File: src/rtl/exe_ctrl_pkg.sv
// Shared constants for the execute-stage control slice: MIPS32 opcode and
// funct fields, ALU control codes, multiply/divide op codes and the md unit
// FSM state encoding.
package exe_ctrl_pkg;

  // Primary opcodes
  localparam logic [5:0] OP_RTYPE = 6'h00;
  localparam logic [5:0] OP_JAL   = 6'h03;
  localparam logic [5:0] OP_ADDI  = 6'h08;
  localparam logic [5:0] OP_ADDIU = 6'h09;
  localparam logic [5:0] OP_SLTI  = 6'h0A;
  localparam logic [5:0] OP_SLTIU = 6'h0B;
  localparam logic [5:0] OP_ANDI  = 6'h0C;
  localparam logic [5:0] OP_ORI   = 6'h0D;
  localparam logic [5:0] OP_XORI  = 6'h0E;
  localparam logic [5:0] OP_LUI   = 6'h0F;
  localparam logic [5:0] OP_LB    = 6'h20;
  localparam logic [5:0] OP_LH    = 6'h21;
  localparam logic [5:0] OP_LW    = 6'h23;
  localparam logic [5:0] OP_LBU   = 6'h24;
  localparam logic [5:0] OP_LHU   = 6'h25;
  localparam logic [5:0] OP_SB    = 6'h28;
  localparam logic [5:0] OP_SH    = 6'h29;
  localparam logic [5:0] OP_SW    = 6'h2B;

  // R-type funct codes
  localparam logic [5:0] F_SLL   = 6'h00;
  localparam logic [5:0] F_SRL   = 6'h02;
  localparam logic [5:0] F_SRA   = 6'h03;
  localparam logic [5:0] F_SLLV  = 6'h04;
  localparam logic [5:0] F_SRLV  = 6'h06;
  localparam logic [5:0] F_SRAV  = 6'h07;
  localparam logic [5:0] F_JALR  = 6'h09;
  localparam logic [5:0] F_MFHI  = 6'h10;
  localparam logic [5:0] F_MFLO  = 6'h12;
  localparam logic [5:0] F_ADD   = 6'h20;
  localparam logic [5:0] F_ADDU  = 6'h21;
  localparam logic [5:0] F_SUB   = 6'h22;
  localparam logic [5:0] F_SUBU  = 6'h23;
  localparam logic [5:0] F_AND   = 6'h24;
  localparam logic [5:0] F_OR    = 6'h25;
  localparam logic [5:0] F_XOR   = 6'h26;
  localparam logic [5:0] F_NOR   = 6'h27;
  localparam logic [5:0] F_SLT   = 6'h2A;
  localparam logic [5:0] F_SLTU  = 6'h2B;

  typedef enum logic [3:0] {
    ALU_AND  = 4'b0000,
    ALU_OR   = 4'b0001,
    ALU_XOR  = 4'b0010,
    ALU_NOR  = 4'b0011,
    ALU_ADD  = 4'b0100,
    ALU_SUB  = 4'b0101,
    ALU_SLL  = 4'b0110,
    ALU_SRL  = 4'b0111,
    ALU_SRA  = 4'b1000,
    ALU_LUI  = 4'b1001,
    ALU_SLT  = 4'b1010,
    ALU_SLTU = 4'b1011
  } alu_ctrl_t;

  typedef enum logic [1:0] {
    DST_RT = 2'b00,
    DST_RD = 2'b01,
    DST_RA = 2'b10
  } reg_dst_t;

  // md_op equals funct[1:0] of MULT/MULTU/DIV/DIVU
  typedef enum logic [1:0] {
    MD_MULT  = 2'b00,
    MD_MULTU = 2'b01,
    MD_DIV   = 2'b10,
    MD_DIVU  = 2'b11
  } md_op_t;

  typedef enum logic {
    MD_IDLE = 1'b0,
    MD_BUSY = 1'b1
  } md_state_t;

  // MULT/MULTU/DIV/DIVU occupy funct 0x18..0x1B
  function automatic logic is_md_funct(input logic [5:0] f);
    return f[5:2] == 4'b0110;
  endfunction

  // MFHI/MTHI/MFLO/MTLO occupy funct 0x10..0x13
  function automatic logic is_hilo_move(input logic [5:0] f);
    return f[5:2] == 4'b0100;
  endfunction

endpackage

File: src/rtl/exe_ctrl_md_seq.sv
// md_seq: IDLE/BUSY sequencer for the multi-cycle multiply/divide unit.
// Launches one operation per E-stage MD instruction (tracked by the issued
// flag) and counts down its occupancy.
module md_seq
  import exe_ctrl_pkg::*;
#(
  parameter int unsigned MULT_CYCLES = 5,
  parameter int unsigned DIV_CYCLES  = 10,
  parameter int unsigned CNT_W       = 4
) (
  input  logic clk,
  input  logic reset,
  input  logic i_md_req,
  input  logic i_div,
  input  logic i_flush,
  input  logic i_e_load,
  output logic o_md_start,
  output logic o_md_busy,
  output logic o_md_done,
  output logic o_issued
);

  md_state_t        r_state;
  logic [CNT_W-1:0] r_cnt;
  logic             r_issued;
  logic             w_start;

  assign w_start    = (r_state == MD_IDLE) & i_md_req & ~r_issued & ~i_flush;
  assign o_md_start = w_start;
  assign o_md_busy  = (r_state == MD_BUSY);
  assign o_md_done  = (r_state == MD_BUSY) & (r_cnt == CNT_W'(1));
  assign o_issued   = r_issued;

  // FSM, busy counter and issued flag
  always_ff @(posedge clk or posedge reset) begin
    if (reset) begin
      r_state  <= MD_IDLE;
      r_cnt    <= '0;
      r_issued <= 1'b0;
    end else begin
      case (r_state)
        MD_IDLE: begin
          if (w_start) begin
            r_state <= MD_BUSY;
            r_cnt   <= i_div ? CNT_W'(DIV_CYCLES) : CNT_W'(MULT_CYCLES);
          end
        end
        MD_BUSY: begin
          r_cnt <= r_cnt - CNT_W'(1);
          if (r_cnt == CNT_W'(1)) r_state <= MD_IDLE;
        end
        default: r_state <= MD_IDLE;
      endcase
      // a new instruction entering E may issue again
      if (i_e_load)     r_issued <= 1'b0;
      else if (w_start) r_issued <= 1'b1;
    end
  end

endmodule

File: src/rtl/exe_ctrl_md.sv
// exe_ctrl_md: execute-stage control for the 5-stage MIPS32 pipeline.
// Holds the D->E instruction register, decodes ALU controls from it,
// sequences the md unit via md_seq and raises HI/LO stall requests.
// Optional: define OVF_TRAP_EN to enable ovf_chk_e for ADD/SUB/ADDI.
module exe_ctrl_md
  import exe_ctrl_pkg::*;
#(
  parameter int unsigned MULT_CYCLES = 5,
  parameter int unsigned DIV_CYCLES  = 10
) (
  input  logic        clk,
  input  logic        reset,
  input  logic [31:0] instr_d,
  input  logic        stall_e,
  input  logic        flush_e,
  output logic [31:0] instr_e,
  output logic [3:0]  alu_ctrl_e,
  output logic        alu_src_e,
  output logic        snv_e,
  output logic [1:0]  reg_dst_e,
  output logic        md_start,
  output logic [1:0]  md_op,
  output logic        md_busy,
  output logic        md_done,
  output logic        md_stall_req,
  output logic        ovf_chk_e
);

  localparam int unsigned CNT_W =
    $clog2(((MULT_CYCLES > DIV_CYCLES) ? MULT_CYCLES : DIV_CYCLES) + 1);

  logic [31:0] r_instr_e;
  logic [5:0]  w_op;
  logic [5:0]  w_funct;
  logic        w_rtype;
  logic        w_md_req;
  logic        w_hilo_use;
  logic        w_e_load;
  logic        w_issued;
  alu_ctrl_t   w_alu;
  logic        w_src;
  logic        w_snv;
  reg_dst_t    w_dst;

  assign w_op       = r_instr_e[31:26];
  assign w_funct    = r_instr_e[5:0];
  assign w_rtype    = (w_op == OP_RTYPE);
  assign w_md_req   = w_rtype & is_md_funct(w_funct);
  assign w_hilo_use = w_rtype & (is_md_funct(w_funct) | is_hilo_move(w_funct));
  assign w_e_load   = flush_e | ~stall_e;

  // E register: flush beats stall
  always_ff @(posedge clk or posedge reset) begin
    if (reset)         r_instr_e <= '0;
    else if (flush_e)  r_instr_e <= '0;
    else if (!stall_e) r_instr_e <= instr_d;
  end

  // ALU control / operand / destination decode from the E instruction
  always_comb begin
    w_alu = ALU_AND;
    w_src = 1'b0;
    w_snv = 1'b0;
    w_dst = DST_RT;
    case (w_op)
      OP_RTYPE: begin
        case (w_funct)
          F_SLL:          begin w_alu = ALU_SLL;  w_snv = 1'b1; w_dst = DST_RD; end
          F_SRL:          begin w_alu = ALU_SRL;  w_snv = 1'b1; w_dst = DST_RD; end
          F_SRA:          begin w_alu = ALU_SRA;  w_snv = 1'b1; w_dst = DST_RD; end
          F_SLLV:         begin w_alu = ALU_SLL;  w_dst = DST_RD; end
          F_SRLV:         begin w_alu = ALU_SRL;  w_dst = DST_RD; end
          F_SRAV:         begin w_alu = ALU_SRA;  w_dst = DST_RD; end
          F_ADD, F_ADDU:  begin w_alu = ALU_ADD;  w_dst = DST_RD; end
          F_SUB, F_SUBU:  begin w_alu = ALU_SUB;  w_dst = DST_RD; end
          F_AND:          begin w_alu = ALU_AND;  w_dst = DST_RD; end
          F_OR:           begin w_alu = ALU_OR;   w_dst = DST_RD; end
          F_XOR:          begin w_alu = ALU_XOR;  w_dst = DST_RD; end
          F_NOR:          begin w_alu = ALU_NOR;  w_dst = DST_RD; end
          F_SLT:          begin w_alu = ALU_SLT;  w_dst = DST_RD; end
          F_SLTU:         begin w_alu = ALU_SLTU; w_dst = DST_RD; end
          F_JALR, F_MFHI, F_MFLO: w_dst = DST_RD;
          default: ;
        endcase
      end
      OP_ADDI, OP_ADDIU: begin w_alu = ALU_ADD;  w_src = 1'b1; end
      OP_SLTI:           begin w_alu = ALU_SLT;  w_src = 1'b1; end
      OP_SLTIU:          begin w_alu = ALU_SLTU; w_src = 1'b1; end
      OP_ANDI:           begin w_alu = ALU_AND;  w_src = 1'b1; end
      OP_ORI:            begin w_alu = ALU_OR;   w_src = 1'b1; end
      OP_XORI:           begin w_alu = ALU_XOR;  w_src = 1'b1; end
      OP_LUI:            begin w_alu = ALU_LUI;  w_src = 1'b1; end
      OP_LB, OP_LH, OP_LW, OP_LBU, OP_LHU,
      OP_SB, OP_SH, OP_SW: begin w_alu = ALU_ADD; w_src = 1'b1; end
      OP_JAL:            w_dst = DST_RA;
      default: ;
    endcase
  end

  md_seq #(
    .MULT_CYCLES (MULT_CYCLES),
    .DIV_CYCLES  (DIV_CYCLES),
    .CNT_W       (CNT_W)
  ) u_md_seq (
    .clk        (clk),
    .reset      (reset),
    .i_md_req   (w_md_req),
    .i_div      (w_funct[1]),
    .i_flush    (flush_e),
    .i_e_load   (w_e_load),
    .o_md_start (md_start),
    .o_md_busy  (md_busy),
    .o_md_done  (md_done),
    .o_issued   (w_issued)
  );

  assign instr_e      = r_instr_e;
  assign alu_ctrl_e   = w_alu;
  assign alu_src_e    = w_src;
  assign snv_e        = w_snv;
  assign reg_dst_e    = w_dst;
  assign md_op        = md_start ? w_funct[1:0] : '0;
  // the instruction that launched the op never stalls on its own busy
  assign md_stall_req = md_busy & w_hilo_use & ~w_issued;

`ifdef OVF_TRAP_EN
  assign ovf_chk_e = (w_rtype & ((w_funct == F_ADD) | (w_funct == F_SUB))) | (w_op == OP_ADDI);
`else
  assign ovf_chk_e = 1'b0;
`endif

endmodule

File: config.mk
export PLATFORM = sky130hd
export DESIGN_NAME = exe_ctrl_md
export DESIGN_NICKNAME = d
export VERILOG_FILES = /design/src/rtl/exe_ctrl_pkg.sv /design/src/rtl/exe_ctrl_md_seq.sv /design/src/rtl/exe_ctrl_md.sv
export SDC_FILE = /design/constraint.sdc
export NUM_CORES = 1
export LEC_CHECK = 0
export CAP_MARGIN = 20
export CORE_MARGIN = 2
export CORE_UTILIZATION = 40
export CTS_BUF_LIST = sky130_fd_sc_hd__clkbuf_16
export CTS_CLUSTER_SIZE = 28
export DETAILED_ROUTE_END_ITERATION = 10
export PLACE_DENSITY = 0.79
export SLEW_MARGIN = 15
export SYNTH_ARGS = -nofsm -noshare
export SYNTH_HDL_FRONTEND = slang
export SYNTH_SLANG_ARGS = --single-unit
File: constraint.sdc
create_clock -name clk -period 2.61 [get_ports clk]
set_input_delay 0.522 -clock clk [delete_from_list [all_inputs] [get_ports clk]]
set_output_delay 0.522 -clock clk [all_outputs]
set_load 0.1 [all_outputs]
After elaboration in Yosys (flattened, before gate mapping)
Index checks and enable logic that the tools add are counted.
{ "totals": {"inputBits": 36, "regBits": 38} }
{ "op_classes": {"n_addsub": 1, "muxes": 18, "bitwise_logic": 14, "n_eq_ne": 40, "reduce_logical": 12} }
{ "op_table": {"columns": ["operator", "count"], "rows": [
  ["$eq 6x6->1 const B", 18],
  ["$mux 32", 2],
  ["$eq 6x4->1 const B", 9],
  ["$pmux 4 s10", 1],
  ["$pmux 4 s7", 1],
  ["$reduce_or 19->1", 1],
  ["$eq 6x2->1 const B", 3],
  ["$eq 6x3->1 const B", 3],
  ["$reduce_or 16->1", 1],
  ["$eq 6x5->1 const B", 2],
  ["$logic_not 6->1", 2],
  ["$reduce_or 10->1", 1],
  ["$reduce_or 2->1", 5],
  ["$and 1x1->1", 8],
  ["$eq 4x3->1 const B", 2],
  ["$mux 1", 8],
  ["$mux 4", 2],
  ["$pmux 4 s2", 1],
  ["$eq 4x1->1 const B", 1],
  ["$not 1->1", 4],
  ["$pmux 2 s2", 1],
  ["$sub 4x1->4 const B", 1],
  ["$reduce_or 3->1", 1],
  ["$mux 2", 1],
  ["5 further kinds", 6]
]} }

Depth between registers and ports, before layout
Gate-level depths: netlist (run 1).
{ "logic_depth": {"word_depth": 7, "depth_mapped": 6, "depth_no_buf": 5} }

Hierarchy
Synthesis (run 1) repeated with hierarchy kept, for this count alone.
{ "hier_totals": {"hier_cells": 195, "hier_area_um2": 1975.6} }
{ "by_module_without_submodules": {"columns": ["module", "cells_each", "area_each_um2", "seq_area_each_um2", "n_inst"], "rows": [
  ["exe_ctrl_md", 163, 1640.3, 800.8, 1],
  ["md_seq", 32, 335.3, 150.1, 1]
]} }

Worst setup path before layout (run 1)
Ideal clock, no wire load.
{ "synth_path": {"kind": "reg2out", "startpoint": "register r_instr_e[29], in the netlist instr_e[29]", "endpoint": "output port snv_e", "t_arrival_ns": 4.997, "slack_ns": -2.909, "path_stages_with_launch": 4, "path_buffers": 0, "path_cell_list": "dfrtp_1 -> or4_4 -> nor4b_4 -> nor4b_1"} }
{ "synth_between": {"elab_chain_cells": 2} }
{ "synth_rtl": {"columns": ["element", "line", "text"], "rows": [
  ["start: declaration", "exe_ctrl_md.sv:32", "logic [31:0] r_instr_e;"],
  ["start signal: assignment", "exe_ctrl_md.sv:56", "else if (!stall_e) r_instr_e <= instr_d;"],
  ["$logic_not 6->1", "exe_ctrl_md.sv:65", "case (w_op)"],
  ["$mux 1", "exe_ctrl_md.sv:65", null],
  ["end: declaration", "exe_ctrl_md.sv:19", "output logic snv_e,"]
]} }
Every way passes these cells.

Worst setup path in the final report (run 1)
{ "layout_path": {"startpoint": "register r_instr_e[29], in the netlist instr_e[29]", "endpoint": "output port alu_ctrl_e[0]"} }
{ "layout_between": {"elab_chain_cells": 3} }
{ "layout_rtl": {"columns": ["element", "line", "text"], "rows": [
  ["$eq 6x6->1 / $eq 6x4->1 (equally long branches)", "exe_ctrl_md.sv:65", null],
  ["$reduce_or 10->1 (no line)", null, null],
  ["$pmux 4 s7 (*)", "exe_ctrl_md.sv:65", null],
  ["end: declaration", "exe_ctrl_md.sv:17", "output logic [3:0] alu_ctrl_e,"]
]} }
Mark *: on every way between the ends. The rest lies on a longest branch, timed or not.

==> run metrics, run 1 <==
Mapped Area=between 2000 and 2500 µm²; fin area=roughly 3300 µm²; Cell Chain, Critical Path=or4_4 > or3_4 > nor4b_4 > buf_4 > o2bb2ai_4 > buf_12; slowest stage delay, CP=approximately 0.54 ns; CTS tree=built; layout cells sized above 1=a little over a third; port bufs=81; clock sink count=38; FP Rows=25; max cap viols=0; number of synthesized flops with an enable pin=0; Leak=0.001572 µW; Diodes inserted=0; Die X=around 75 µm; H-tree depth=2; dpl hpwl=between 3000 and 4000 µm; Root Buffer Master=clkbuf_16; skew final=0.001631 ns; endpoint class of the critical path=primary output; largest net degree at the start of global routing=39; measured slew at the worst slew-check pin=approximately 0.55 ns; wirelength, routed=5229 µm; fin nets=between 300 and 400; Final ANT Viol Nets=0; die area=around 5600 µm²; flops & latches, synth=38; failing checks=negative setup slack; Final Cycle Share=111.7%; hold_buf cts=0; drt first pass iters=4; Hold/Removal Path Class=flop to flop; final hold vios=0; vias in the first global route=about 1700; Crit Path Category=flop to primary output; Post-Syn Instances=about 200; Most used DFF post-synth=dfrtp_1; critical path buffer and inverter count=2; placed instance area=3094 µm²; RePlAce Congestion=0.7928; arrival time worst endpoint=roughly 2.4 ns; Clock Path Buffers=2; area growth from synthesis to layout=63.06%; CP required=around 2.1 ns; post-synthesis cell type count=43; Async SR Flop Fraction=100.0%; Critical Path Fanout Max=3; Syn Nets=between 200 and 250; clk slew on worst S/H paths=roughly 0.050 ns; global-route wire length before repair=~8300 µm; CP max stage cell=or4_4; mean area per synthesized cell=around 10 µm²; register area share after synthesis=between 40% and 50%; Ports=83; WL/cell=between 10 and 15 µm; worst setup margin=-0.3058 ns; Vias=1797; core area=about 4800 µm²; Residual DRC=0; CTS buffer count=5; die height=between 70 and 80 µm; grt total ovfl=0; Clock Latency Late Sink=between 0.2 and 0.3 ns; Yosys warning count=0; Setup TNS=-1.931 ns; endpoints failing setup=9; Rel. slew slack=a little over three fifths; pwr dens=approximately 620 nW/µm²; fmax=343.0 MHz; max-slew violations=0; All-Layer GR Usage=between 15 and 20%; initial antenna violation count=0; Tmin final=about 2.9 ns; initial core utilization=a little over two fifths; Startpoint Class=flop; Post-Place Worst Slack=-0.08397 ns; mean number of vias per cell=~5; crit-path leading delay family=simple AND/OR/NAND/NOR gates; Peak VDD IR=around 0.49 mV; RSZ-0062 raised after global routing=yes; 1st-iter DRT viols=102; status=complete, but fails checks
==> cell families after synthesis <==
logic type / synth area share (%)
muxes: 16.34
buffers and inverters: 5.694
and+or+nand+nor: 18.75
other: 0.1855
AOI/OAI and AO/OA: 9.901
DFF: 47.03
adders and majority gates: 1.237
xor gates and xnor gates: 0.8665
==> timing repair <==
action / CTS / global route
pin swaps: 3 / 1
hold endpoints to repair: 0 / 0
buffers inserted: 2 / 4
setup endpoints to repair: 9 / 10
resized for setup: 3 / 2
==> through the flow <==
| stage | instances | hold WS (ns) | power, µW | util, % |
|---|---|---|---|---|
| CTS | 357 | 0.5273 | 2052 | 68.08 |
| global placement | 347 | 0.5068 | 1461 | 64.65 |
| global route | 361 | 0.5589 | 2133 | 68.89 |
| finish | 361 | 0.5173 | 2047 | 68.89 |
| detailed placement | 347 | 0.5148 | 1478 | 64.65 |
| floorplan | 203 | 0.4959 | 1257 | - |
==> sequential cells by signal, summed over array words and instances (netlist names) <==
register and cells:
instr_e 32, u_md_seq.o_issued 1, u_md_seq.o_md_busy 1, u_md_seq.r_cnt 4
==> worst paths after layout <==
path                                   from           endpoint  slack (ns)  cells past startpoint
worst max register to register  instr_e[29]  u_md_seq.r_cnt[3]        0.42                      7
worst min-delay path            instr_e[12]        instr_e[12]        0.52                      2
worst max-delay path            instr_e[29]      alu_ctrl_e[0]       -0.31                      6
min in group asynchronous             reset        instr_e[24]        0.67                      3
max in group asynchronous             reset         instr_e[0]        1.58                      3
worst min register to register  instr_e[12]        instr_e[12]        0.52                      2
==> where the power goes <==
part           internal, µW  total [µW]  switching, µW
registers               652         722           70.5
logic                   272         765            493
clock network           343         560            216
==> cell usage after synthesis (all sizes together) (2+ instances only) <==
cell,count,area share [%]
dfrtp,38,47
nor2,38,7.1
mux2i,33,16
clkbuf,13,2.4
nand2,12,2.2
inv,9,1.7
a21oi,7,1.7
buf,5,1.6
nor4b,4,3.2
o21ai,4,0.99
nor2b,3,0.93
and3,2,0.62
ha,2,1.2
nand2b,2,0.62
nand3,2,0.74
nor3,2,0.50
o21a,2,0.74
o22ai,2,0.62
o31a,2,0.87
o32a,2,0.99
or3,2,0.87
==> worst register-to-register path, cell delays in order (launching register included) <==
cell and delay [ns]:
dfrtp_4 0.47, or4_4 0.54, buf_4 0.16, nor4b_4 0.19, buf_4 0.18, nand3_4 0.10, buf_4 0.17, a211o_1 0.25
==> layout by cell type (no fill, tap or decap), types with 3 or more instances in the layout <==
cell / synthesis / routed
nor2b_1: 3 / 3
dfrtp_2: 0 / 4
nand2_1: 12 / 12
nor2_1: 38 / 36
o21ai_0: 4 / 4
dfrtp_4: 0 / 6
clkinv_1: 0 / 3
clkdlybuf4s50_1: 0 / 34
clkbuf_16: 0 / 5
dfrtp_1: 38 / 28
a21oi_1: 7 / 6
mux2i_1: 33 / 33
nor4b_4: 2 / 4
inv_1: 7 / 7
buf_12: 0 / 12
buf_4: 3 / 53
==> final cells by class <==
class / instances / area [µm²]
Fill cell: 373 / 1489
Multi-Input combinational cell: 138 / 1062
Timing Repair Buffer: 101 / 994.7
Sequential cell: 38 / 978.4
Clock buffer: 5 / 125.1
Tap cell: 67 / 83.83
Inverter: 9 / 41.29
Clock inverter: 3 / 11.26
==> metal layers <==
layer / GRT usage [%] / up-vias / share of wire [%]
met2: 34.60 / 50 / 54
met4: 6.349 / 0 / 0.92
met5: 0 / - / 0
met1: 23.76 / 867 / 41
li1: - / 876 / -
met3: 3.347 / 4 / 4.2
Note: power is estimated with default switching activity, not from simulation.
==> run 2: changes to the inputs <==
GPL_ROUTABILITY_DRIVEN = 0   (was unset)
PLACE_DENSITY = 0.86   (was 0.79)
==> run 2 against run 1 <==
Highest routed layer unchanged. Utilization up 0.31 points. Critical endpoint is now alu_ctrl_e[2]. Register-to-register slack worse by 0.20 ns. Critical path depth unchanged. Critical path type unchanged. Combinational power up 0.7%. Largest cell class unchanged. The flow still finishes with violations (negative setup slack). Die area unchanged. Clock skew up 0.0025 ns. Sequential power about the same.
==> run metrics, run 2 (synthesized netlist as in run 1, its figures left out) <==
status=complete, but fails checks; failing checks=negative setup slack; Startpoint Class=flop; Util after Layout=69.20% (+0.31 points); die height=75.10 µm (unchanged); worst setup margin=-0.3267 ns (-0.02083 ns); core area=4786 µm² (unchanged); initial core utilization=42.25% (unchanged); Critical Path Fanout Max=3 (unchanged); mean number of vias per cell=5.209 (+4.6%); vias in the first global route=1839 (+5.9%); Vias=1896 (+5.5%); area growth from synthesis to layout=63.80%; register share of total power=34.8% (-0.5 points); final hold vios=0 (unchanged); die area=5639 µm² (unchanged); most common cell after layout, fill and taps aside=buf_4; Clock Path Buffers=2 (unchanged); Clock Power Share=28.0% (+0.7 points); H-tree depth=2 (unchanged); dpl hpwl=4034 µm (+6.6%); Final ANT Viol Nets=0 (unchanged); endpoint class of the critical path=primary output; measured slew at the worst slew-check pin=0.8178 ns (+0.2668 ns); Final Cycle Share=112.5% (+0.80 points); clk slew on worst S/H paths=0.05 ns (about the same); max reg flops=32 (unchanged); Ports=83 (unchanged); WL/cell=15.79 µm (+9.0%); grt total ovfl=0 (unchanged); combinational power share=37.2% (-0.2 points); largest net degree at the start of global routing=34 (-13%); clock sink count=38 (unchanged); skew final=0.004081 ns (+0.002450 ns); fmax=340.5 MHz (-0.71%); P_int=1274 µW (+0.50%); arrival time worst endpoint=2.41 ns (+0.02 ns); Net Sw Frac=38.45% (+0.36 points); global-route wire length before repair=9197 µm (+11%); RSZ-0062 raised after global routing=yes; Crit Path Category=flop to primary output; CTS buffer count=5 (unchanged); initial antenna violation count=0 (unchanged); Rel. slew slack=45.42% (-18 points); Diodes inserted=0 (unchanged); Clock Latency Late Sink=0.28 ns (about the same); CTS tree=built; 1st-iter DRT viols=94 (-7.8%); drt first pass iters=4 (unchanged); Leak=0.001584 µW (+0.81%); max cap viols=0 (unchanged); FP Rows=25 (unchanged); fin nets=334 (+0.91%); Tmin final=2.937 ns (+0.02083 ns); Peak VDD IR=0.4585 mV (-6.4%); CP required=2.09 ns (about the same); max-slew violations=0 (unchanged); most frequent cells in the layout=buf_4, nor2_1, clkdlybuf4s50_1; layout cells sized above 1=35.69% (+1.0 points); Hold WS=0.5189 ns (+0.001666 ns); Setup TNS=-2.362 ns (-0.4307 ns); R2R Setup Slk=0.22 ns (-0.20 ns); endpoints failing setup=9 (unchanged); Root Buffer Master=clkbuf_16; Die X=75.10 µm (unchanged); wirelength, routed=5748 µm (+9.9%); All-Layer GR Usage=21.84% (+2.4 points); Net Sw Power=795.6 µW (+2.0%); Residual DRC=0 (unchanged); port bufs=81 (unchanged); Hold/Removal Path Class=flop to flop; pwr dens=624.7 nW/µm² (+0.63%)
run 2: cell count changes in the layout (fill, tap and decap cells not counted), sizes merged:
cell,delta
buf,+3
clkinv,-1
clkinvlp,+1
run 2: power by group through the flow:
stage          clock network [µW]  logic, µW  registers (µW)
2_1_floorplan                   0        341             916
3_3_place_gp                    0        737             725
3_5_place_dp                    0        749             729
4_1_cts                       592        761             719
5_1_grt                       619        810             728
6_report                      580        770             719
run 2: per-layer routing:
metal	GRT usage (%)	up-vias	share of wire (%)
met5	0	-	0
met4	10.12	0	2.9
met3	3.347	19	5.0
met2	35.77	70	52
met1	28.46	927	40
li1	-	880	-
run 2: what timing repair did:
item	4_1_cts	5_1_grt
buffers inserted	4	2
resized for setup	2	1
gates cloned	0	0
setup endpoints to repair	9	9
hold buffers	0	0
pin swaps	6	1
run 2: layout make-up:
| class | instances | area (µm²) |
|---|---|---|
| clock buffers | 5 | 125.1 |
| clock inverters | 3 | 16.27 |
| fillers | 349 | 1474 |
| inverters | 9 | 41.29 |
| multi-input cells | 138 | 1050 |
| flip-flops and latches | 38 | 978.4 |
| well taps | 67 | 83.83 |
| repair buffers | 104 | 1017 |
run 2: worst max-delay path: stages, from the launching register on:
cell and delay (ns):
dfrtp_4 0.47, or4_4 0.54, or3_4 0.36, nor4b_4 0.29, buf_4 0.17, a31o_4 0.15, buf_12 0.16
run 2: worst paths after layout:
kind / end / startpoint / cells after the start
min reg2reg: instr_e[8] / instr_e[8] / 2
max reg2reg: u_md_seq.r_cnt[3] / instr_e[29] / 7
min in group asynchronous: instr_e[24] / reset / 2
max: alu_ctrl_e[2] / instr_e[29] / 6
max in group asynchronous: instr_e[4] / reset / 3
min: instr_e[8] / instr_e[8] / 2
run 2: metrics by stage:
stage,total power [µW],instance area (µm²),setup WS [ns],std cells
after floorplan,1257,2153,-0.6225,203
after global placement,1462,3117,-0.07802,350
after detailed placement,1478,3117,-0.09547,350
after CTS,2072,3293,-0.3363,362
after global routing,2157,3312,-0.3854,364
final,2069,3312,-0.3267,364
==> run 3: changes to the inputs <==
CORE_MARGIN = 4   (was 2)
==> run 3 against run 2 <==
The flow still finishes with violations (negative setup slack). Utilization grew 0.49 points. Cell area rose by 1.4%. Non-clock buffer count up 2. Clock skew is 0.0021 ns higher. Register-to-register slack got worse by 0.04 ns. Sequential share of layout area decreased by 0.40 points. Critical endpoint unchanged. Largest cell class unchanged.
==> run metrics, run 3 (synthesized netlist as in run 1, its figures left out) <==
status=complete, but fails checks; failing checks=negative setup slack; global-route wire length before repair=9045 µm (-1.7%); most frequent cells in the layout=buf_4, nor2_1, clkdlybuf4s50_1; Final ANT Viol Nets=0 (unchanged); register share of total power=33.4% (-1.4 points); max reg flops=32 (unchanged); Residual DRC=0 (unchanged); WL/cell=15.38 µm (-2.6%); Root Buffer Master=clkbuf_16; fin area=3357 µm² (+1.4%); R2R Setup Slk=0.18 ns (-0.04 ns); layout cells sized above 1=36.12% (+0.43 points); initial antenna violation count=0 (unchanged); FP Rows=25 (unchanged); clock sink count=38 (unchanged); arrival time worst endpoint=2.44 ns (+0.03 ns); worst setup path end=alu_ctrl_e[2]; CP required=2.09 ns (about the same); Clock Power Share=30.9% (+2.9 points); reg-to-reg startpoint=instr_e[29]; combinational power share=35.7% (-1.5 points); area growth from synthesis to layout=66.03%; core area=4817 µm² (+0.65%); largest net degree at the start of global routing=34 (unchanged); Hold/Removal Path Class=flop to flop; CP max stage cell=or4_4; Net Sw Frac=36.36% (-2.1 points); Clock Latency Late Sink=0.28 ns (about the same); Clock Path Buffers=2 (unchanged); wirelength, routed=5628 µm (-2.1%); P_int=1372 µW (+7.8%); Rel. slew slack=52.97% (+7.5 points); Final Cycle Share=113.3% (+0.82 points); skew final=0.006162 ns (+0.002081 ns); slowest stage delay, CP=0.54 ns (about the same); grt total ovfl=0 (unchanged); R2R depth=9 (+2); dpl hpwl=4118 µm (+2.1%); Cell Chain, Critical Path=or4_4 > or3_4 > nor4b_4 > buf_4 > a31o_4 > buf_12; vias in the first global route=1814 (-1.4%); RSZ-0062 raised after global routing=yes; Critical Path Fanout Max=3 (unchanged); drt first pass iters=4 (unchanged); Diodes inserted=0 (unchanged); max cap viols=0 (unchanged); CTS tree=built; Peak VDD IR=0.4033 mV (-12%); worst setup margin=-0.3482 ns (-0.02153 ns); max-slew violations=0 (unchanged); die height=79.10 µm (+5.3%); final hold vios=0 (unchanged); most common cell after layout, fill and taps aside=buf_4; die area=6256 µm² (+11%); CTS buffer count=5 (unchanged); Crit. path cell count=6 (unchanged); Worst R2R End=u_md_seq.r_cnt[1]; measured slew at the worst slew-check pin=0.7047 ns (-0.1131 ns); # fillers=359 (+2.9%); Tmin final=2.958 ns (+0.02153 ns); All-Layer GR Usage=18.59% (-3.2 points); clk slew on worst S/H paths=0.06 ns (about the same); crit-path leading delay family=simple AND/OR/NAND/NOR gates; H-tree depth=2 (unchanged); endpoints failing setup=9 (unchanged); mean number of vias per cell=5.038 (-3.3%); Die X=79.10 µm (+5.3%); 1st-iter DRT viols=107 (+14%); initial core utilization=41.97% (-0.27 points); fin nets=336 (+0.60%); pwr dens=642.3 nW/µm² (+2.8%); Vias=1844 (-2.7%); Startpoint Class=flop; placed instance area=3109 µm² (-0.24%); port bufs=81 (unchanged); Leak=0.001614 µW (+1.9%); Setup TNS=-2.582 ns (-0.2207 ns); Ports=83 (unchanged); Crit Path Category=flop to primary output; Critical Path Source=instr_e[29]; critical path buffer and inverter count=2 (unchanged); fmax=338.0 MHz (-0.73%); Hold WS=0.5220 ns (+0.003029 ns); Net Sw Power=784.0 µW (-1.5%); endpoint class of the critical path=primary output
run 3: cell count changes in the layout (fill, tap and decap cells not counted):
cell	before	now
buf_4	56	57
buf_6	1	2
bufinv_16	0	1
clkinv_2	1	0
clkinvlp_4	1	0
inv_1	7	8
nor3_1	2	1
nor3_2	0	1
run 3: cell type report:
type,count,area [µm²],share of cell area [%]
timing repair buffer,106,1036,30.86
sequential,38,978.4,29.15
inverter,9,41.29,1.230
tap,67,83.83,2.497
multi-input combinational,138,1055,31.42
clock buffer,5,125.1,3.727
clock inverter,3,37.54,1.118
run 3: power by group through the flow:
stage	clock network, µW	registers (µW)	logic [µW]
2_1_floorplan	0	916	341
3_3_place_gp	0	725	735
3_5_place_dp	0	729	746
4_1_cts	679	720	761
5_1_grt	712	732	813
6_report	666	720	770
run 3: what timing repair did:
item	in CTS	in global routing
buffers inserted	4	5
resized for setup	3	2
pin swaps	7	1
gates cloned	0	0
endpoints found under the setup margin	9	10
hold buffers	0	0
run 3: worst min-delay path, stage by stage, from the launching register on:
cell and delay, ns:
dfrtp_1 0.34, mux2i_1 0.07, nor2_1 0.07
run 3: metal layers:
layer	wire length, µm	share of wire, %	global-route usage (%)	vias to the layer above
li1	-	-	-	881
met1	2302	41	22.92	888
met2	2859	51	31.14	60
met3	304	5.4	3.741	15
met4	161	2.9	8.763	0
met5	0	0	0	-
run 3: per-stage QoR:
stage | std cells | util (%) | setup slack (ns) | total power (µW)
floorplan | 203 | - | -0.6225 | 1257
global placement | 349 | 64.55 | -0.07298 | 1460
detailed placement | 349 | 64.55 | -0.1025 | 1475
CTS | 361 | 68.73 | -0.3355 | 2160
global route | 366 | 69.69 | -0.4219 | 2257
finish | 366 | 69.69 | -0.3482 | 2156
run 3: worst min-delay path by stage:
stage / cells after the start / slack (ns) / end / from
floorplan: 1 / 0.50 / u_md_seq.o_issued / u_md_seq.o_issued
global placement: 2 / 0.51 / instr_e[9] / instr_e[9]
detailed placement: 2 / 0.51 / instr_e[13] / instr_e[13]
CTS: 2 / 0.53 / instr_e[13] / instr_e[13]
global route: 2 / 0.54 / instr_e[13] / instr_e[13]
finish: 2 / 0.52 / instr_e[13] / instr_e[13]
